===== src/rtl/risc16_ctrl_if.sv =====
// Control-side bundle between the risc16 control FSM and the shared datapath/memory.
// The master modport is the FSM; the slave modport is the datapath/memory side.
interface risc16_ctrl_if;
    logic [2:0] opcode;
    logic       ra_is_zero;
    logic       eq_in;
    logic       mem_ack;

    logic       alu_add;
    logic       alu_nand;
    logic       alu_pass1;
    logic       alu_eq;
    logic [1:0] src1_sel;
    logic [1:0] src2_sel;
    logic       ir_we;
    logic       aluout_we;
    logic       rf_we;
    logic       pc_we;
    logic [1:0] pc_sel;
    logic [1:0] wb_sel;
    logic       mem_req;
    logic       mem_we;
    logic       addr_sel;
    logic       retire;
    logic       err;

    modport master (
        input  opcode, ra_is_zero, eq_in, mem_ack,
        output alu_add, alu_nand, alu_pass1, alu_eq, src1_sel, src2_sel,
               ir_we, aluout_we, rf_we, pc_we, pc_sel, wb_sel,
               mem_req, mem_we, addr_sel, retire, err
    );

    modport slave (
        output opcode, ra_is_zero, eq_in, mem_ack,
        input  alu_add, alu_nand, alu_pass1, alu_eq, src1_sel, src2_sel,
               ir_we, aluout_we, rf_we, pc_we, pc_sel, wb_sel,
               mem_req, mem_we, addr_sel, retire, err
    );
endinterface


===== src/rtl/risc16_ctrl_fsm.sv =====
// Multi-cycle fetch/decode/execute/memory/writeback sequencer for the risc16 datapath.
// Outputs are decoded from the registered state and forced low while rst is high.
module risc16_ctrl_fsm #(
    parameter int unsigned TIMEOUT = 255
) (
    input  logic          clk,
    input  logic          rst,
    risc16_ctrl_if.master bus
);
    typedef enum logic [2:0] {
        S_FETCH  = 3'd0,
        S_DECODE = 3'd1,
        S_EXEC   = 3'd2,
        S_MEM    = 3'd3,
        S_WB     = 3'd4,
        S_ERROR  = 3'd5
    } state_t;

    localparam logic [2:0] OP_ADD  = 3'd0;
    localparam logic [2:0] OP_ADDI = 3'd1;
    localparam logic [2:0] OP_NAND = 3'd2;
    localparam logic [2:0] OP_LUI  = 3'd3;
    localparam logic [2:0] OP_SW   = 3'd4;
    localparam logic [2:0] OP_LW   = 3'd5;
    localparam logic [2:0] OP_BEQ  = 3'd6;
    localparam logic [2:0] OP_JALR = 3'd7;

    localparam logic [7:0] CNT_LAST = 8'(TIMEOUT - 1);

    state_t     state_q, state_d;
    logic [7:0] cnt_q, cnt_d;
    logic       taken_q, taken_d;
    logic [2:0] op_q, op_d;
    logic       timed_out;

    always_comb begin
        state_d   = state_q;
        taken_d   = taken_q;
        op_d      = op_q;
        timed_out = (cnt_q == CNT_LAST);
        unique case (state_q)
            S_FETCH: begin
                if (bus.mem_ack) begin
                    state_d = S_DECODE;
                    op_d    = bus.opcode;
                end else if (timed_out) begin
                    state_d = S_ERROR;
                end
            end
            S_DECODE: state_d = S_EXEC;
            S_EXEC: begin
                if (op_q == OP_BEQ) taken_d = bus.eq_in;
                state_d = (op_q == OP_LW || op_q == OP_SW) ? S_MEM : S_WB;
            end
            S_MEM: begin
                if (bus.mem_ack)    state_d = S_WB;
                else if (timed_out) state_d = S_ERROR;
            end
            S_WB:    state_d = S_FETCH;
            S_ERROR: state_d = S_ERROR;
            default: state_d = S_FETCH;
        endcase

        // The wait counter only runs while parked on an unanswered memory request.
        if (state_d != state_q)
            cnt_d = '0;
        else if (state_q == S_FETCH || state_q == S_MEM)
            cnt_d = cnt_q + 8'd1;
        else
            cnt_d = '0;
    end

    always_ff @(posedge clk) begin
        if (rst) begin
            state_q <= S_FETCH;
            cnt_q   <= '0;
            taken_q <= 1'b0;
            op_q    <= '0;
        end else begin
            state_q <= state_d;
            cnt_q   <= cnt_d;
            taken_q <= taken_d;
            op_q    <= op_d;
        end
    end

    logic       add_o, nand_o, pass1_o, eq_o;
    logic [1:0] src1_o, src2_o, pc_sel_o, wb_sel_o;
    logic       ir_we_o, aluout_we_o, rf_we_o, pc_we_o;
    logic       mem_req_o, mem_we_o, addr_sel_o, retire_o, err_o;

    always_comb begin
        add_o       = 1'b0;
        nand_o      = 1'b0;
        pass1_o     = 1'b0;
        eq_o        = 1'b0;
        src1_o      = 2'd0;
        src2_o      = 2'd0;
        pc_sel_o    = 2'd0;
        wb_sel_o    = 2'd0;
        ir_we_o     = 1'b0;
        aluout_we_o = 1'b0;
        rf_we_o     = 1'b0;
        pc_we_o     = 1'b0;
        mem_req_o   = 1'b0;
        mem_we_o    = 1'b0;
        addr_sel_o  = 1'b0;
        retire_o    = 1'b0;
        err_o       = 1'b0;
        if (!rst) begin
            unique case (state_q)
                S_FETCH: begin
                    mem_req_o = 1'b1;
                    ir_we_o   = bus.mem_ack;
                end
                S_DECODE: ;
                S_EXEC: begin
                    aluout_we_o = 1'b1;
                    unique case (op_q)
                        OP_ADD:               add_o = 1'b1;
                        OP_ADDI, OP_LW, OP_SW: begin
                            add_o  = 1'b1;
                            src2_o = 2'd1;
                        end
                        OP_NAND:              nand_o = 1'b1;
                        OP_LUI: begin
                            pass1_o = 1'b1;
                            src1_o  = 2'd2;
                        end
                        OP_BEQ: begin
                            eq_o   = 1'b1;
                            src2_o = 2'd2;
                        end
                        OP_JALR:              pass1_o = 1'b1;
                        default: ;
                    endcase
                end
                S_MEM: begin
                    mem_req_o  = 1'b1;
                    addr_sel_o = 1'b1;
                    mem_we_o   = (op_q == OP_SW);
                end
                S_WB: begin
                    pc_we_o  = 1'b1;
                    retire_o = 1'b1;
                    if (op_q == OP_BEQ && taken_q) pc_sel_o = 2'd1;
                    else if (op_q == OP_JALR)      pc_sel_o = 2'd2;
                    unique case (op_q)
                        OP_ADD, OP_ADDI, OP_NAND, OP_LUI: rf_we_o = !bus.ra_is_zero;
                        OP_LW: begin
                            rf_we_o  = !bus.ra_is_zero;
                            wb_sel_o = 2'd1;
                        end
                        OP_JALR: begin
                            rf_we_o  = !bus.ra_is_zero;
                            wb_sel_o = 2'd2;
                        end
                        default: ;
                    endcase
                end
                S_ERROR: err_o = 1'b1;
                default: ;
            endcase
        end
    end

    assign bus.alu_add   = add_o;
    assign bus.alu_nand  = nand_o;
    assign bus.alu_pass1 = pass1_o;
    assign bus.alu_eq    = eq_o;
    assign bus.src1_sel  = src1_o;
    assign bus.src2_sel  = src2_o;
    assign bus.ir_we     = ir_we_o;
    assign bus.aluout_we = aluout_we_o;
    assign bus.rf_we     = rf_we_o;
    assign bus.pc_we     = pc_we_o;
    assign bus.pc_sel    = pc_sel_o;
    assign bus.wb_sel    = wb_sel_o;
    assign bus.mem_req   = mem_req_o;
    assign bus.mem_we    = mem_we_o;
    assign bus.addr_sel  = addr_sel_o;
    assign bus.retire    = retire_o;
    assign bus.err       = err_o;
endmodule


===== src/flat_wrapper.sv =====
// flat-port wrapper written by rule: the top's interface ports become plain ports
module risc16_ctrl_fsm_flat 
#(
    parameter int unsigned TIMEOUT = 255
)
  (clk, rst, bus_opcode, bus_ra_is_zero, bus_eq_in, bus_mem_ack, bus_alu_add, bus_alu_nand, bus_alu_pass1, bus_alu_eq, bus_src1_sel, bus_src2_sel, bus_ir_we, bus_aluout_we, bus_rf_we, bus_pc_we, bus_pc_sel, bus_wb_sel, bus_mem_req, bus_mem_we, bus_addr_sel, bus_retire, bus_err);
  risc16_ctrl_if bus_i ();
  input  logic clk;
  input  logic rst;
  input wire logic [$bits(bus_i.opcode)-1:0] bus_opcode;
  input wire logic [$bits(bus_i.ra_is_zero)-1:0] bus_ra_is_zero;
  input wire logic [$bits(bus_i.eq_in)-1:0] bus_eq_in;
  input wire logic [$bits(bus_i.mem_ack)-1:0] bus_mem_ack;
  output wire logic [$bits(bus_i.alu_add)-1:0] bus_alu_add;
  output wire logic [$bits(bus_i.alu_nand)-1:0] bus_alu_nand;
  output wire logic [$bits(bus_i.alu_pass1)-1:0] bus_alu_pass1;
  output wire logic [$bits(bus_i.alu_eq)-1:0] bus_alu_eq;
  output wire logic [$bits(bus_i.src1_sel)-1:0] bus_src1_sel;
  output wire logic [$bits(bus_i.src2_sel)-1:0] bus_src2_sel;
  output wire logic [$bits(bus_i.ir_we)-1:0] bus_ir_we;
  output wire logic [$bits(bus_i.aluout_we)-1:0] bus_aluout_we;
  output wire logic [$bits(bus_i.rf_we)-1:0] bus_rf_we;
  output wire logic [$bits(bus_i.pc_we)-1:0] bus_pc_we;
  output wire logic [$bits(bus_i.pc_sel)-1:0] bus_pc_sel;
  output wire logic [$bits(bus_i.wb_sel)-1:0] bus_wb_sel;
  output wire logic [$bits(bus_i.mem_req)-1:0] bus_mem_req;
  output wire logic [$bits(bus_i.mem_we)-1:0] bus_mem_we;
  output wire logic [$bits(bus_i.addr_sel)-1:0] bus_addr_sel;
  output wire logic [$bits(bus_i.retire)-1:0] bus_retire;
  output wire logic [$bits(bus_i.err)-1:0] bus_err;
  assign bus_i.opcode = bus_opcode;
  assign bus_i.ra_is_zero = bus_ra_is_zero;
  assign bus_i.eq_in = bus_eq_in;
  assign bus_i.mem_ack = bus_mem_ack;
  assign bus_alu_add = bus_i.alu_add;
  assign bus_alu_nand = bus_i.alu_nand;
  assign bus_alu_pass1 = bus_i.alu_pass1;
  assign bus_alu_eq = bus_i.alu_eq;
  assign bus_src1_sel = bus_i.src1_sel;
  assign bus_src2_sel = bus_i.src2_sel;
  assign bus_ir_we = bus_i.ir_we;
  assign bus_aluout_we = bus_i.aluout_we;
  assign bus_rf_we = bus_i.rf_we;
  assign bus_pc_we = bus_i.pc_we;
  assign bus_pc_sel = bus_i.pc_sel;
  assign bus_wb_sel = bus_i.wb_sel;
  assign bus_mem_req = bus_i.mem_req;
  assign bus_mem_we = bus_i.mem_we;
  assign bus_addr_sel = bus_i.addr_sel;
  assign bus_retire = bus_i.retire;
  assign bus_err = bus_i.err;
  risc16_ctrl_fsm #(.TIMEOUT(TIMEOUT)) u_core (.clk(clk), .rst(rst), .bus(bus_i));
endmodule

===== config.mk =====
export PLATFORM = sky130hd
export DESIGN_NAME = risc16_ctrl_fsm_flat
export DESIGN_NICKNAME = d
export VERILOG_FILES = /design/src/rtl/risc16_ctrl_if.sv /design/src/rtl/risc16_ctrl_fsm.sv /design/src/flat_wrapper.sv
export SDC_FILE = /design/constraint.sdc
export NUM_CORES = 1
export LEC_CHECK = 0
export CORE_MARGIN = 1.5
export CORE_UTILIZATION = 30
export CTS_CLUSTER_DIAMETER = 50
export DETAILED_ROUTE_END_ITERATION = 6
export PLACE_DENSITY = 0.66
export SETUP_SLACK_MARGIN = 0.3
export SKIP_CTS_REPAIR_TIMING = 1
export SYNTH_ARGS = -nofsm -noshare
export SYNTH_HDL_FRONTEND = slang
export SYNTH_SLANG_ARGS = --single-unit

===== constraint.sdc =====
create_clock -name clk -period 2.8 [get_ports clk]
set_clock_uncertainty 0.05 [all_clocks]
set_input_delay 0.56 -clock clk [delete_from_list [all_inputs] [get_ports clk]]
set_output_delay 0.56 -clock clk [all_outputs]
set_load 0.01 [all_outputs]

# Yosys cells after proc, flatten, opt, wreduce, memory -nomap -nowiden
# Index checks and enable logic that the tools add are counted.
# classes
n_mux	47
div_mod_pow	0
bitwise_logic	1
n_addsub	1
n_eq_ne	14
magnitude_cmp	0
n_reduce_logical	14
n_mul	0
shift	0
# op_table
cell	n
$mux W1	29
$mux W2	11
$eq A3 B3 Y1 const B	6
$pmux W3 S5	1
$eq A3 B2 Y1 const B	4
$mux W3	4
$add A8 B1 Y8 const B	1
$eq A8 B8 Y1 const B	1
$pmux W2 S2	2
$eq A3 B1 Y1 const B	2
$logic_not A3 Y1	2
$reduce_or A3 Y1	2
$reduce_or A6 Y1	1
$reduce_and A2 Y1	2
$reduce_or A2 Y1	2
$reduce_or A4 Y1	1
$ne A3 B3 Y1	1
$logic_or A1 B1 Y1	2
$logic_and A1 B1 Y1	1
$logic_not A1 Y1	1
$not A1 Y1	1
# word_totals
ramBits	0
out_inout_bits	21
memories	0
mem_bits_ro	0
register_bits	15
latch_bits	0
word_cells	81
inputBits	8

# Longest topological paths before layout
# Gate-level depths: netlist (run 1).
# depth
ltp_word	6
depth_mapped	6
depth_no_buf	5

# Least setup slack after synthesis (run 1)
# No wires, ideal clock.
# synth_path
path_kind	input port to output port
from	input rst
to	output bus_src1_sel[1]
required_time_ns	2.190
cell_stages	6
path_slack_ns	0.612
arrival_ns	1.578
cell_sequence	buf_6 -> or2_1 -> buf_6 -> or2_1 -> buf_6 -> nor3_2
# synth_between
elab_chain_len	1
# synth_rtl
element	line_no	text
from (decl)	flat_wrapper.sv:9	input logic rst;
$mux W2	risc16_ctrl_fsm.sv:110	if (!rst) begin
to (decl)	flat_wrapper.sv:18	output wire logic [$bits(bus_i.src1_sel)-1:0] bus_src1_sel;
# No other way between the ends.

# Worst setup path in the final report (run 1)
# layout_path
from	input rst
to	output bus_pc_we
# layout_between
elab_chain_len	1
# layout_rtl
element	line_no	text
$mux W1	risc16_ctrl_fsm.sv:110	
to (decl)	flat_wrapper.sv:23	output wire logic [$bits(bus_i.pc_we)-1:0] bus_pc_we;
# No other way between the ends.

==> out/results.tsv, run 1 <==
metric	value	unit
register area share after synthesis	0.304	
Post-Syn Area	987	um2
Hold WS	0.426	ns
Antenna diodes	0	
clock root cell	clkbuf_4	
WL final	2.36	mm
global placer's final weighted congestion	0.760	
max_slew headroom	0.491	
Final Core Density	0.443	
antenna viol nets, final	0	
final setup violation count	0	
DIE HEIGHT	60.4	um
row cnt	20	
EDFF count, synth	0	
Leak	0.723	nW
Net Count, Synth	124	
Nets	154	
WP data arrival	1.83	ns
Critical Path Source	rst	
vias	894	
Worst-path clk slew	0.09	ns
Worst R2R End	u_core.state_q[2]	
crit-path cells	dlymetal6s2s_1, buf_4, nor4b_4, buf_4, clkdlybuf4s50_1	
DRC violations left	0	
total negative setup slack	0	ns
Top FF cell, synth	dfxtp_1	
Avg Cell Area, Syn	8.66	um2
layout overhead on the synthesized area	38.1	%
reg-to-reg critical path startpoint	u_core.cnt_q[1]	
Crit-path slowest cell	clkdlybuf4s50_1	
vias in the first global route	812	
drt wl/cell	12.6	um
DR WL met3	38	um
reg2reg path depth	4	
# IOs	29	
vias per cell	4.78	
first-pass GRT wire length	3.60	mm
metal2 WL	1.16	mm
met1 WL	1.12	mm
worst-skew pair later-pin latency	0.28	ns
clock sinks	15	
largest net degree at the start of global routing	13	
CTS tree	done	
power per standard cell area	351	mW/mm2
clock buffer count from CTS	3	
die area	0.00364	mm2
initial antenna violation count	0	
Peak Freq	409	MHz
min Tclk post-route	2.44	ns
Hold Vio Cnt, Final	0	
Final Max Tran Viols	0	
Synth cell types	42	
gate count of the mapped netlist	114	
Chip Width	60.4	um
TritonRoute pass-1 iters	4	
H-tree depth	1	
Max-cap violations	0	
#FFs+latches synth	15	
worst-path maximum fanout	4	
Core Region	0.00308	mm2
hpwl dp	1.71	mm
Async S/R FF share, synth	0	
number of port buffers	27	
Worst Setup Start Kind	input port	
worst hold-check path type	flop to flop	
1st-iter DRT viols	21	
status	finished clean	
share of layout cells above drive strength 1	0.196	
Setup CP Type	input port to primary output	
CP Capture Point	bus_pc_we	
DR top layer	met4	
R2R setup slack	1.13	ns
CP dominant cell by count	buf_4	
max incr delay on CP	0.54	ns
Global Route Usage Sum	0.131	
Critical Path End Type	primary output	
worst vdd ir	0.000209	V
actual slew at the worst max-slew pin	0.762	ns
Syn. warnings	0	
Remaining Overflow, GRT	0	
RSZ-0062 raised after global routing	false	
maximum buffer depth of the clock tree	2	
most frequent cells in the layout	dlymetal6s2s_1 (15), nor2_1 (12), dfxtp_1 (12)	
Period Utilization, post-route	0.873	
commonest non-fill, non-tap cell in the layout	dlymetal6s2s_1	
WP data required	2.19	ns
starting density of the core	0.321	
-- logic make-up (layout without fill, tap and decap cells) --
| group | count (synthesis) | count (layout) | share of synthesized area |
|---|---|---|---|
| buffers and inverters | 16 | 45 | 0.100 |
| other | 1 | 1 | 0.00380 |
| and+or+nand+nor | 58 | 58 | 0.397 |
| adders and majority gates | 2 | 2 | 0.0253 |
| DFF | 15 | 15 | 0.304 |
| muxes | 3 | 3 | 0.0304 |
| AOI/OAI and AO/OA | 16 | 16 | 0.113 |
| xor gates and xnor gates | 3 | 3 | 0.0266 |
-- Yosys cell counts (2+ instances only) --
| master | instances | area, um2 |
|---|---|---|
| nand2b_1 | 2 | 12.5 |
| a21oi_1 | 2 | 10.0 |
| xor2_1 | 2 | 17.5 |
| nand2_1 | 5 | 18.8 |
| a211oi_1 | 5 | 37.5 |
| nor3_1 | 6 | 30.0 |
| o21ai_0 | 4 | 20.0 |
| nor3_2 | 2 | 20.0 |
| ha_1 | 2 | 25.0 |
| nor2_1 | 12 | 45.0 |
| or2_1 | 2 | 12.5 |
| buf_6 | 3 | 33.8 |
| or3_1 | 3 | 18.8 |
| nor3b_1 | 4 | 30.0 |
| nand4_1 | 2 | 12.5 |
| dfxtp_1 | 15 | 300 |
| buf_2 | 3 | 15.0 |
| nor4b_4 | 2 | 47.6 |
| nand3_1 | 4 | 20.0 |
| nor2b_1 | 3 | 18.8 |
| inv_1 | 6 | 22.5 |
| mux2i_1 | 3 | 30.0 |
| buf_4 | 3 | 22.5 |
-- flip-flops by register name, indices dropped and copies added (netlist names) --
register,cells
u_core.cnt_q,8
u_core.op_q,3
u_core.state_q,3
u_core.taken_q,1
-- how the worst min path moves through the flow --
stage                   start        endpoint  slack, ns  depth (start not counted)
6_report       u_core.taken_q  u_core.taken_q       0.43                          2
3_5_place_dp   u_core.taken_q  u_core.taken_q       0.42                          2
2_1_floorplan  u_core.taken_q  u_core.taken_q       0.39                          2
5_1_grt        u_core.taken_q  u_core.taken_q       0.45                          2
4_1_cts        u_core.taken_q  u_core.taken_q       0.43                          2
3_3_place_gp   u_core.taken_q  u_core.taken_q       0.41                          2
-- routing by layer --
layer,GRT usage,vias to the layer above
li1,-,463
met2,0.186,10
met5,0,-
met3,0.0192,2
met1,0.184,419
met4,0.0825,0
-- critical path: cells and delay by family --
family	cells	cell delay, ns
buffers and inverters	4	0.98
and+or+nand+nor	1	0.29
-- report_power, final --
| group | switching, mW | internal, mW | total (mW) |
|---|---|---|---|
| clock network | 0.0682 | 0.0552 | 0.123 |
| logic | 0.0479 | 0.0606 | 0.109 |
| registers | 0.0235 | 0.223 | 0.247 |
| total | 0.140 | 0.339 | 0.479 |
-- cell type report --
class | instances | area, um2
Multi-Input combinational cell | 83 | 598
Clock buffer | 4 | 26.3
Inverter | 6 | 22.5
Fill cell | 299 | 1710
Timing Repair Buffer | 35 | 353
Sequential cell | 15 | 309
Tap cell | 44 | 55.1
-- metrics by stage --
step	setup slack, ns	instances	total power [mW]	area, um2
after floorplan	0.612	114	0.320	987
after global placement	-0.106	182	0.356	1290
after global routing	0.299	187	0.509	1360
after detailed placement	-0.145	182	0.358	1290
after CTS	-0.146	186	0.485	1320
final	0.356	187	0.479	1360
No activity file was read; power rests on OpenSTA's default activity.
==> inputs of run 2 (changes only) <==
DONT_BUFFER_PORTS = 1   (was not set)
PLACE_DENSITY = 0.55   (was 0.66)
==> run 2 against run 1 <==
Sequential share of layout area is 7.5 points higher; core utilization down 12 points; global-route usage down 2.2 points; wire length fell by 18%; non-clock buffer count is 35 lower; largest power group unchanged.
==> out/results.tsv, run 2 (same netlist as run 1, synthesis figures left out) <==
metric	value	unit	change
CTS tree	done		
Global Route Usage Sum	0.109		-0.0216
vias	758		-15%
status	finished clean		
DP Area	966	um2	-25%
final instance area	998	um2	-27%
clock root cell	clkbuf_4		
WL final	1.93	mm	-18%
vias in the first global route	632		-22%
Critical Path End Type	primary output		
clock buffer count from CTS	3		unchanged
Clk pwr share	0.284		+0.026
clock sinks	15		unchanged
most frequent cells in the layout	dfxtp_1 (14), nor2_1 (12), inv_1 (6), nor3_1 (6)		
register area	302	um2	-2.4%
Max-cap violations	0		unchanged
global placer's final weighted congestion	0.824		+8.4%
layout overhead on the synthesized area	1.14	%	
hpwl dp	1.41	mm	-17%
DRC violations left	0		unchanged
RSZ-0062 raised after global routing	false		
power per standard cell area	443	mW/mm2	+26%
first-pass GRT wire length	2.95	mm	-18%
share of layout cells above drive strength 1	0.120		-0.0754
Finished Layout Cells	152		-19%
Final Max Tran Viols	0		unchanged
Remaining Overflow, GRT	0		unchanged
Core Region	0.00308	mm2	unchanged
Antenna diodes	0		unchanged
total negative setup slack	0	ns	unchanged
largest net degree at the start of global routing	15		+2
largest registers	u_core.cnt_q (8), u_core.op_q (3), u_core.state_q (3)		
antenna viol nets, final	0		unchanged
H-tree depth	1		unchanged
Worst Setup Start Kind	flop		
Final Core Density	0.324		-0.119
Hold WS	0.288	ns	-0.137 ns
Period Utilization, post-route	0.849		-0.0239
Sequential Power Share	0.560		+0.045
drt wl/cell	12.7	um	+0.94%
commonest non-fill, non-tap cell in the layout	dfxtp_1		
initial antenna violation count	0		unchanged
Sw Pwr	0.131	mW	-5.8%
Power Internal	0.311	mW	-8.3%
pre-CTS setup slack	0.614	ns	+0.759 ns
final setup violation count	0		unchanged
dpl cells	148		-19%
number of port buffers	0		-100%
DIE HEIGHT	60.4	um	unchanged
starting density of the core	0.321		unchanged
maximum buffer depth of the clock tree	2		unchanged
final total power	0.442	mW	-7.6%
Worst-path clk slew	0.09	ns	about the same
Hold Vio Cnt, Final	0		unchanged
min Tclk post-route	2.38	ns	-0.0668 ns
# IOs	29		unchanged
1st-iter DRT viols	19		-9.5%
row cnt	20		unchanged
die area	0.00364	mm2	unchanged
worst-path maximum fanout	12		+8
Setup CP Type	flop to primary output		
Sw Share	0.297		+0.00542
WP data arrival	1.77	ns	-0.06 ns
Leak	0.322	nW	-55%
setup ws final	0.423	ns	+0.0668 ns
max_slew headroom	0.464		-0.0268
multi-input logic area	593	um2	-0.84%
Peak Freq	421	MHz	+2.8%
Layout fillers	315		+5.4%
worst vdd ir	0.000102	V	-51%
max reg flops	8		unchanged
WP data required	2.19	ns	about the same
worst-skew pair later-pin latency	0.28	ns	about the same
vias per cell	4.99		+4.3%
Comb power frac	0.156		-0.071
Nets	119		-23%
Reg with most FFs	u_core.cnt_q		
Chip Width	60.4	um	unchanged
TritonRoute pass-1 iters	4		unchanged
actual slew at the worst max-slew pin	0.802	ns	+0.0401 ns
worst hold-check path type	input port to flop		
[run 2: cell count changes in the layout (fill, tap and decap cells not counted), sizes merged]
cell and delta:
dlymetal6s2s -15, clkdlybuf4s50 -9, buf -10, clkbuf -1
[run 2: metal layers]
metal  up-vias  track usage  wire [um]
met5         -            0          0
met4         0       0.0571         21
met3         2       0.0341         68
met2         7        0.158        956
met1       360        0.145        887
li1        389            -          -
[run 2: power groups by stage]
stage	Sequential, mW	Clock, mW	Combinational (mW)
5_1_grt	0.251	0.139	0.0761
2_1_floorplan	0.236	0	0.0837
4_1_cts	0.247	0.128	0.0697
6_report	0.248	0.126	0.0688
3_3_place_gp	0.250	0	0.0693
3_5_place_dp	0.252	0	0.0696
[run 2: critical path, cell delays in order (launching register included)]
cell,delay [ns]
dfxtp_1,0.46
nor4b_4,0.53
nand2_1,0.19
nor3b_2,0.31
[run 2: worst paths after layout]
| check | start | end | slack (ns) | cells after the start |
|---|---|---|---|---|
| max | u_core.state_q[0] | bus_wb_sel[0] | 0.42 | 3 |
| min | rst | u_core.op_q[0] | 0.29 | 1 |
| max reg2reg | u_core.cnt_q[1] | u_core.state_q[2] | 1.11 | 4 |
| min reg2reg | u_core.taken_q | u_core.taken_q | 0.43 | 2 |
[run 2: final cells by class]
| cell class | instances | area share |
|---|---|---|
| Clock buffer | 4 | 0.0263 |
| Multi-Input combinational cell | 83 | 0.594 |
| Sequential cell | 15 | 0.302 |
| Tap cell | 44 | 0.0551 |
| Inverter | 6 | 0.0226 |
==> inputs of run 3 (changes only) <==
PLACE_DENSITY = 0.56   (was 0.55)
clock period = 1.9 ns   (was 2.8 ns; I/O delays follow)
==> run 3 against run 2 <==
Hold slack lost 0.19 ns; power increased by 60%; critical endpoint is now bus_src2_sel[0]; critical path depth unchanged; critical path type unchanged; clock power rose by 42%; combinational power increased to 2.5 times the previous value; largest power group unchanged; worst setup slack worse by 0.35 ns; largest cell class unchanged; cell area rose by 23%.
==> out/results.tsv, run 3 (same netlist as run 1, synthesis figures left out) <==
metric	value	unit	change
min Tclk post-route	1.83	ns	
Hold Crit Endpoint	u_core.op_q[1]		
Max-cap violations	0		unchanged
Chip Width	60.4	um	unchanged
worst-skew pair later-pin latency	0.28	ns	about the same
share of layout cells above drive strength 1	0.407		+0.286
WP data arrival	1.40	ns	-0.37 ns
Finished Layout Cells	167		+9.9%
Period Utilization, post-route	0.962		
layout overhead on the synthesized area	24.8	%	
vias	824		+8.7%
worst vdd ir	0.000246	V	+140%
vias in the first global route	696		+10%
Remaining Overflow, GRT	0		unchanged
CTS tree	done		
Worst Setup Start Kind	flop		
clock buffer count from CTS	3		unchanged
Sequential Power Share	0.505		-0.055
Nets	134		+13%
Power Internal	0.497	mW	+60%
hpwl dp	1.53	mm	+8.4%
RSZ-0062 raised after global routing	true		
1st-iter DRT viols	9		-10
worst hold-check path type	input port to flop		
max reg flops	8		unchanged
final instance area	0.00123	mm2	+23%
row cnt	20		unchanged
first-pass GRT wire length	3.19	mm	+8.2%
global placer's final weighted congestion	0.817		-0.90%
reg2reg path depth	6		+2
# IOs	29		unchanged
number of port buffers	0		unchanged
antenna viol nets, final	0		unchanged
clock root cell	clkbuf_4		
Clk pwr share	0.252		-0.032
Critical Path End Type	primary output		
vias per cell	4.93		-1.1%
Hold Vio Cnt, Final	0		unchanged
commonest non-fill, non-tap cell in the layout	buf_4		
largest net degree at the start of global routing	12		-3
Comb power frac	0.243		+0.087
maximum buffer depth of the clock tree	2		unchanged
DRC violations left	0		unchanged
Sw Pwr	0.211	mW	+61%
Leak	0.413	nW	+28%
Reg with most FFs	u_core.cnt_q		
die area	0.00364	mm2	unchanged
initial antenna violation count	0		unchanged
drt wl/cell	12.5	um	-1.8%
Setup CP Type	flop to primary output		
WP data required	1.47	ns	-0.72 ns
Global Route Usage Sum	0.116		+0.00672
power per standard cell area	575	mW/mm2	+30%
DP Area	0.00108	mm2	+11%
Antenna diodes	0		unchanged
Worst-path clk slew	0.09	ns	about the same
Sw Share	0.298		+0.000980
clock sinks	15		unchanged
Core Region	0.00308	mm2	unchanged
final setup violation count	0		unchanged
Worst R2R End	u_core.cnt_q[5]		
starting density of the core	0.321		unchanged
worst-path maximum fanout	8		-4
DIE HEIGHT	60.4	um	unchanged
dpl cells	157		+6.1%
Hold Path Cell Cnt	1		unchanged
Final Max Tran Viols	0		unchanged
R2R setup slack	0.39	ns	-0.72 ns
Peak Freq	547	MHz	
WL final	2.09	mm	+7.9%
most frequent cells in the layout	buf_4 (13), dfxtp_1 (10), nor2_4 (6), nor3_1 (6), a211oi_1 (5)		
Hold Path Origin	rst		
largest registers	u_core.cnt_q (8), u_core.op_q (3), u_core.state_q (3)		
TritonRoute pass-1 iters	4		unchanged
H-tree depth	1		unchanged
status	finished clean		
reg-to-reg critical path startpoint	u_core.state_q[2]		
run 3: cell types whose count changed in the layout (fill, tap and decap cells not counted), moves of 3 or more:
| cell | before | now |
|---|---|---|
| nor2_1 | 12 | 4 |
| buf_4 | 0 | 13 |
| dfxtp_1 | 14 | 10 |
| dfxtp_2 | 1 | 4 |
| nor2_4 | 0 | 6 |
run 3: metrics by stage:
| stage | worst slack, ns | hold slack [ns] | utilization | power (mW) | setup TNS, ns |
|---|---|---|---|---|---|
| 5_1_grt | 0.0149 | 0.0831 | 0.400 | 0.756 | 0 |
| 2_1_floorplan | 0.132 | 0.391 | - | 0.478 | 0 |
| 3_3_place_gp | 0.270 | 0.402 | 0.350 | 0.495 | 0 |
| 6_report | 0.0730 | 0.102 | 0.400 | 0.709 | 0 |
| 4_1_cts | -0.0477 | 0.0965 | 0.358 | 0.682 | -0.275 |
| 3_5_place_dp | 0.248 | 0.408 | 0.350 | 0.498 | 0 |
run 3: final cells by class:
| class | count | area (um2) |
|---|---|---|
| clock buffers | 4 | 26.3 |
| fillers | 319 | 1850 |
| multi-input cells | 83 | 699 |
| flip-flops and latches | 15 | 309 |
| well taps | 44 | 55.1 |
| inverters | 6 | 22.5 |
| repair buffers | 15 | 120 |
run 3: power groups by stage:
stage	Combinational, mW	Sequential [mW]	Clock [mW]
floorplan	0.130	0.349	0
CTS	0.138	0.353	0.190
global placement	0.135	0.360	0
finish	0.172	0.358	0.179
global route	0.189	0.361	0.205
detailed placement	0.138	0.360	0
run 3: worst max path at each step:
stage | start | to | slack, ns
after floorplan | rst | bus_alu_nand | 0.13
after global placement | rst | bus_alu_nand | 0.27
after detailed placement | rst | bus_src2_sel[0] | 0.25
after CTS | u_core.state_q[0] | bus_src2_sel[0] | -0.05
after global routing | u_core.state_q[0] | bus_wb_sel[0] | 0.01
final | u_core.state_q[0] | bus_src2_sel[0] | 0.07
run 3: routing by layer:
| layer | track usage | wire [um] | vias up | part of all wire |
|---|---|---|---|---|
| met1 | 0.163 | 964 | 391 | 0.46 |
| met3 | 0.0256 | 74 | 2 | 0.035 |
| met4 | 0.0381 | 10 | 0 | 0.0048 |
| met2 | 0.175 | 1040 | 11 | 0.50 |
| li1 | - | - | 420 | - |
| met5 | 0 | 0 | - | 0 |
run 3: worst max-delay path, cell delays in order (launching register included):
cell and delay, ns:
dfxtp_2 0.35, nand2b_2 0.22, or2_4 0.36, nor3_4 0.18
==> patch 1, RTL diff (config.mk and constraints of run 2) <==
The 6 states of `state_t` get a Gray code encoding in 3 bits.
--- a/src/rtl/risc16_ctrl_fsm.sv
+++ b/src/rtl/risc16_ctrl_fsm.sv
@@ -8,12 +8,12 @@
     risc16_ctrl_if.master bus
 );
     typedef enum logic [2:0] {
-        S_FETCH  = 3'd0,
-        S_DECODE = 3'd1,
-        S_EXEC   = 3'd2,
-        S_MEM    = 3'd3,
-        S_WB     = 3'd4,
-        S_ERROR  = 3'd5
+        S_FETCH  = 3'b000,
+        S_DECODE = 3'b001,
+        S_EXEC   = 3'b011,
+        S_MEM    = 3'b010,
+        S_WB     = 3'b110,
+        S_ERROR  = 3'b111
     } state_t;
 
     localparam logic [2:0] OP_ADD  = 3'd0;
Behaviour: no difference found for any inputs over 10 cycles, from zero or initial values and one cycle with rst high; not proved beyond that.
==> patch 1 against run 2 <==
Routed wire length decreased by 5.2%. Utilization increased by 0.88 points. Sequential cell count unchanged. Power decreased by 5.8%. The flow now finishes with violations (design-rule violations). Largest power group unchanged. Synthesized cell count decreased by 4.4%. Setup slack improved by 0.056 ns. Cell area decreased by 6.4%. Count of clock-buffer cells in the layout unchanged. Critical path depth unchanged. Synthesized area decreased by 8.2%.
==> patch 1: results (changes against run 2) <==
relative slew slack 60.9% (was 46.4%); Compound-Gate Fraction of Synth Area 13.5% (was 11.3%); Critical Path Max Stage Delay 0.48 ns (was 0.53 ns); layout cells sized above 1 11.3% (was 12.0%); drt pass-1 iters 6 (was 4); non-filler cells, final 137 (was 152); DRT iter0 DRCs 46 (was 19); Ant. Diodes 0 (unchanged); Synth Area in XOR/XNOR 3.87% (was 2.66%); status finished with violations (was finished clean); leak pwr 0.317 nW (was 0.322 nW); IO buf count 0 (unchanged); Commonest cells post-synth dfxtp_1 (15), nor2_1 (14), nand3_1 (7) (was dfxtp_1 (15), nor2_1 (12), inv_1 (6), nor3_1 (6)); drt drc 6 (was 0); leading post-synthesis cells by cell area dfxtp_1 (33%), nor2_1 (5.8%), nor2b_1 (4.1%), nand3_1 (3.9%), a21oi_1 (3.3%) (was dfxtp_1 (30%), nor4b_4 (4.8%), nor2_1 (4.6%), a211oi_1 (3.8%), buf_6 (3.4%)); failing checks design-rule violations; first-pass GRT wire length 2.96 mm (was 2.95 mm); library cells used by synthesis 40 (was 42); register area share after synthesis 33.1% (was 30.4%); setup_tns 0 ns (unchanged); Post-Synthesis Mean Instance Area 8.31 sq um (was 8.66 sq um); sequential standard cell area 304 sq um (was 302 sq um); post-synthesis mux area share 3.31% (was 3.04%); Worst IR Drop VDD 198 uV (was 102 uV); Net Count, Synth 119 (was 124); Placed Cells 133 (was 148); Worst path slowest cell dfxtp_2 (was nor4b_4); Fill cells 313 (was 315); CP Max Fanout 13 (was 12); adder-cell area share of the yosys netlist 2.76% (was 2.53%); final WL 1.83 mm (was 1.93 mm); Placer Congestion 0.715 (was 0.824); Root Buffer clkbuf_4 (unchanged); initial antenna violation count 0 (unchanged); largest net degree at the start of global routing 14 (was 15); via count 752 (was 758); Worst Path Arrival 1.71 ns (was 1.77 ns); number of global-route vias before repair 727 (was 632); GR Util All Layers 11.3% (was 10.9%)
==> patch 1: stage by stage <==
stage          area [sq um]  setup slack (ns)  hold slack, ns  power, W
6_report                935             0.479           0.290  0.000417
4_1_cts                 931             0.321           0.279  0.000421
5_1_grt                 935             0.310           0.272  0.000441
3_5_place_dp            905             0.646           0.432  0.000299
3_3_place_gp            905             0.669           0.423  0.000296
2_1_floorplan           906             0.626           0.402  0.000293
==> patch 1: cell type report <==
cell class                      count  share of cell area, %
Multi-Input combinational cell     83                   58.9
Sequential cell                    15                   32.5
Tap cell                           31                   4.15
Clock buffer                        4                   2.81
Inverter                            4                   1.61
==> patch 1: worst reg2reg max path: cells and delay by family, from the launching register on <==
family | cells | cell delay (ns)
AO/OA/AOI/OAI | 1 | 0.24
flip-flops | 1 | 0.41
AND/OR/NAND/NOR | 2 | 0.70
==> patch 1: cells by family after synthesis <==
kind of cell | after synthesis
compound gates | 18
xor+xnor | 4
fa+ha+maj | 2
buf+inv | 11
flops | 15
mux | 3
other cells | 1
simple gates | 55
==> patch 1: routing by layer <==
metal	global-route usage (%)	part of all wire, %
met1	12.8	45
met2	19.3	46
met3	2.46	7.3
met4	6.98	1.3
met5	0	0
==> patch 1: worst paths after layout <==
path	start	endpoint	slack, ns	cells past startpoint
min reg2reg	u_core.cnt_q[0]	u_core.cnt_q[0]	0.44	1
max	u_core.state_q[2]	bus_rf_we	0.48	3
min	rst	u_core.taken_q	0.29	1
max reg2reg	u_core.state_q[0]	u_core.cnt_q[2]	1.35	3
==> patch 1: power by group <==
part	switching (W)	internal (W)	total, W
Combinational	0.0000237	0.0000241	0.0000478
Clock	0.0000664	0.0000552	0.000122
Sequential	0.0000243	0.000223	0.000247
Total	0.000114	0.000302	0.000417
==> patch 2, RTL diff (settings of run 2) <==
Without the edit above. `TIMEOUT` is set to 255 in 2 places; all go to 127.
--- a/src/rtl/risc16_ctrl_fsm.sv
+++ b/src/rtl/risc16_ctrl_fsm.sv
@@ -1,7 +1,7 @@
 // Multi-cycle fetch/decode/execute/memory/writeback sequencer for the risc16 datapath.
 // Outputs are decoded from the registered state and forced low while rst is high.
 module risc16_ctrl_fsm #(
-    parameter int unsigned TIMEOUT = 255
+    parameter int unsigned TIMEOUT = 127
 ) (
     input  logic          clk,
     input  logic          rst,
--- a/src/flat_wrapper.sv
+++ b/src/flat_wrapper.sv
@@ -1,7 +1,7 @@
 // flat-port wrapper written by rule: the top's interface ports become plain ports
 module risc16_ctrl_fsm_flat 
 #(
-    parameter int unsigned TIMEOUT = 255
+    parameter int unsigned TIMEOUT = 127
 )
   (clk, rst, bus_opcode, bus_ra_is_zero, bus_eq_in, bus_mem_ack, bus_alu_add, bus_alu_nand, bus_alu_pass1, bus_alu_eq, bus_src1_sel, bus_src2_sel, bus_ir_we, bus_aluout_we, bus_rf_we, bus_pc_we, bus_pc_sel, bus_wb_sel, bus_mem_req, bus_mem_we, bus_addr_sel, bus_retire, bus_err);
   risc16_ctrl_if bus_i ();
Check against the original RTL: no difference found for any inputs over 10 cycles, from zero or initial values and one cycle with rst high; that may be too few to reach the edited logic, so the function may still have changed.
==> patch 2 against run 2 <==
Power decreased by 0.93%. Cell area decreased by 2.5%. Non-clock buffer count increased by 1. Die area decreased by 4.6%. Critical path depth unchanged. Synthesized area decreased by 4.8%. Sequential share of layout area increased by 0.65 points. Routed wire length decreased by 0.52%. Count of clock-buffer cells in the layout unchanged. Setup slack got worse by 0.015 ns. Sequential cell count unchanged. Critical endpoint unchanged. Largest power group unchanged.
==> patch 2: results (changes against run 2) <==
status finished clean (unchanged); Ant. Diodes 0 (unchanged); Placed Cells 138 (was 148); HP Class input pin to flop (unchanged); clk buf depth 2 (unchanged); library cells used by synthesis 39 (was 42); FF-to-FF Start u_core.state_q[0] (was u_core.cnt_q[1]); first-pass GRT wire length 3.16 mm (was 2.95 mm); Post-Synthesis Mean Instance Area 8.39 sq um (was 8.66 sq um); clock sinks 15 (unchanged); largest net degree at the start of global routing 14 (was 15); DRT iter0 DRCs 16 (was 19); CP Max Fanout 10 (was 12); Hold Crit Start rst (unchanged); leak pwr 0.357 nW (was 0.322 nW); Placer Congestion 0.706 (was 0.824); Root Buffer clkbuf_4 (unchanged); dpl ws 0.584 ns (was 0.614 ns); placed inst area 942 sq um (was 966 sq um); layout cells sized above 1 9.17% (was 12.0%); Reg-to-Reg End u_core.cnt_q[3] (was u_core.state_q[2]); number of global-route vias before repair 698 (was 632); Avg Vias per Cell 5.26 (was 4.99); drt pass-1 iters 4 (unchanged); Commonest cells post-synth nor2_1 (18), dfxtp_1 (15), nand2_1 (8), mux2i_1 (6) (was dfxtp_1 (15), nor2_1 (12), inv_1 (6), nor3_1 (6)); final WL 1.92 mm (was 1.93 mm); Worst Hold Path EP u_core.op_q[1] (was u_core.op_q[0]); hpwl dp 1.46 mm (was 1.41 mm); worst reg-to-reg path cell count 4 (unchanged); GR Util All Layers 11.8% (was 10.9%); Worst IR Drop VDD 260 uV (was 102 uV); H-Tree Depth 1 (unchanged); register area share after synthesis 32.0% (was 30.4%); via count 747 (was 758); biggest registers after layout u_core.cnt_q: 8 flops, u_core.op_q: 3 flops, u_core.state_q: 3 flops (unchanged); Ys Warns 0 (unchanged); relative slew slack 62.4% (was 46.4%); Die Wd 59.0 um (was 60.4 um); leading post-synthesis cells by cell area dfxtp_1 (32%), nor2_1 (7.2%), mux2i_1 (6.4%), xor2_1 (4.7%), nor2b_1 (3.3%) (was dfxtp_1 (30%), nor4b_4 (4.8%), nor2_1 (4.6%), a211oi_1 (3.8%), buf_6 (3.4%)); asr flop ratio synth 0% (unchanged); fin nets 120 (was 119)
## patch 2: layout make-up
class	count	area, sq um
inverters	2	7.51
multi-input cells	87	591
fillers	328	2030
flip-flops and latches	15	300
clock buffers	4	26.3
well taps	33	41.3
repair buffers	1	7.51
## patch 2: layer usage
metal / vias to the layer above / track usage [%] / share of wire (%)
li1: 381 / - / -
met1: 345 / 15.0 / 46
met2: 21 / 20.3 / 48
met3: 0 / 3.30 / 5.9
met4: 0 / 1.95 / 0
met5: - / 0 / 0
## patch 2: where the power goes
part / switching [W] / internal, W
registers: 0.0000233 / 0.000223
clock network: 0.0000640 / 0.0000552
logic: 0.0000387 / 0.0000346
## patch 2: worst max path at each step
stage / cells after the start / start / endpoint / slack (ns)
global placement: 4 / rst / bus_alu_nand / 0.60
floorplan: 4 / rst / bus_wb_sel[0] / 0.64
finish: 3 / u_core.state_q[2] / bus_wb_sel[0] / 0.41
detailed placement: 4 / rst / bus_alu_nand / 0.58
CTS: 3 / u_core.state_q[0] / bus_wb_sel[0] / 0.28
global route: 3 / u_core.state_q[2] / bus_wb_sel[0] / 0.25
## patch 2: worst max-delay path, stage by stage, from the launching register on
cell     delay [ns]
dfxtp_1        0.55
nor4b_4        0.46
nand2_1        0.20
nor3b_2        0.30
## patch 2: cells by family after synthesis
family          synth area share, %
other cells                   0.399
flops                          32.0
buf+inv                        5.73
xor+xnor                       5.59
simple gates                   39.4
fa+ha+maj                      2.66
compound gates                 7.86
mux                            6.39
## patch 2: per-stage QoR
stage | hold WS [ns] | utilization, %
after floorplan | 0.391 | -
after global placement | 0.401 | 31.4
after detailed placement | 0.416 | 31.4
after CTS | 0.280 | 32.3
after global routing | 0.267 | 32.4
final | 0.297 | 32.4
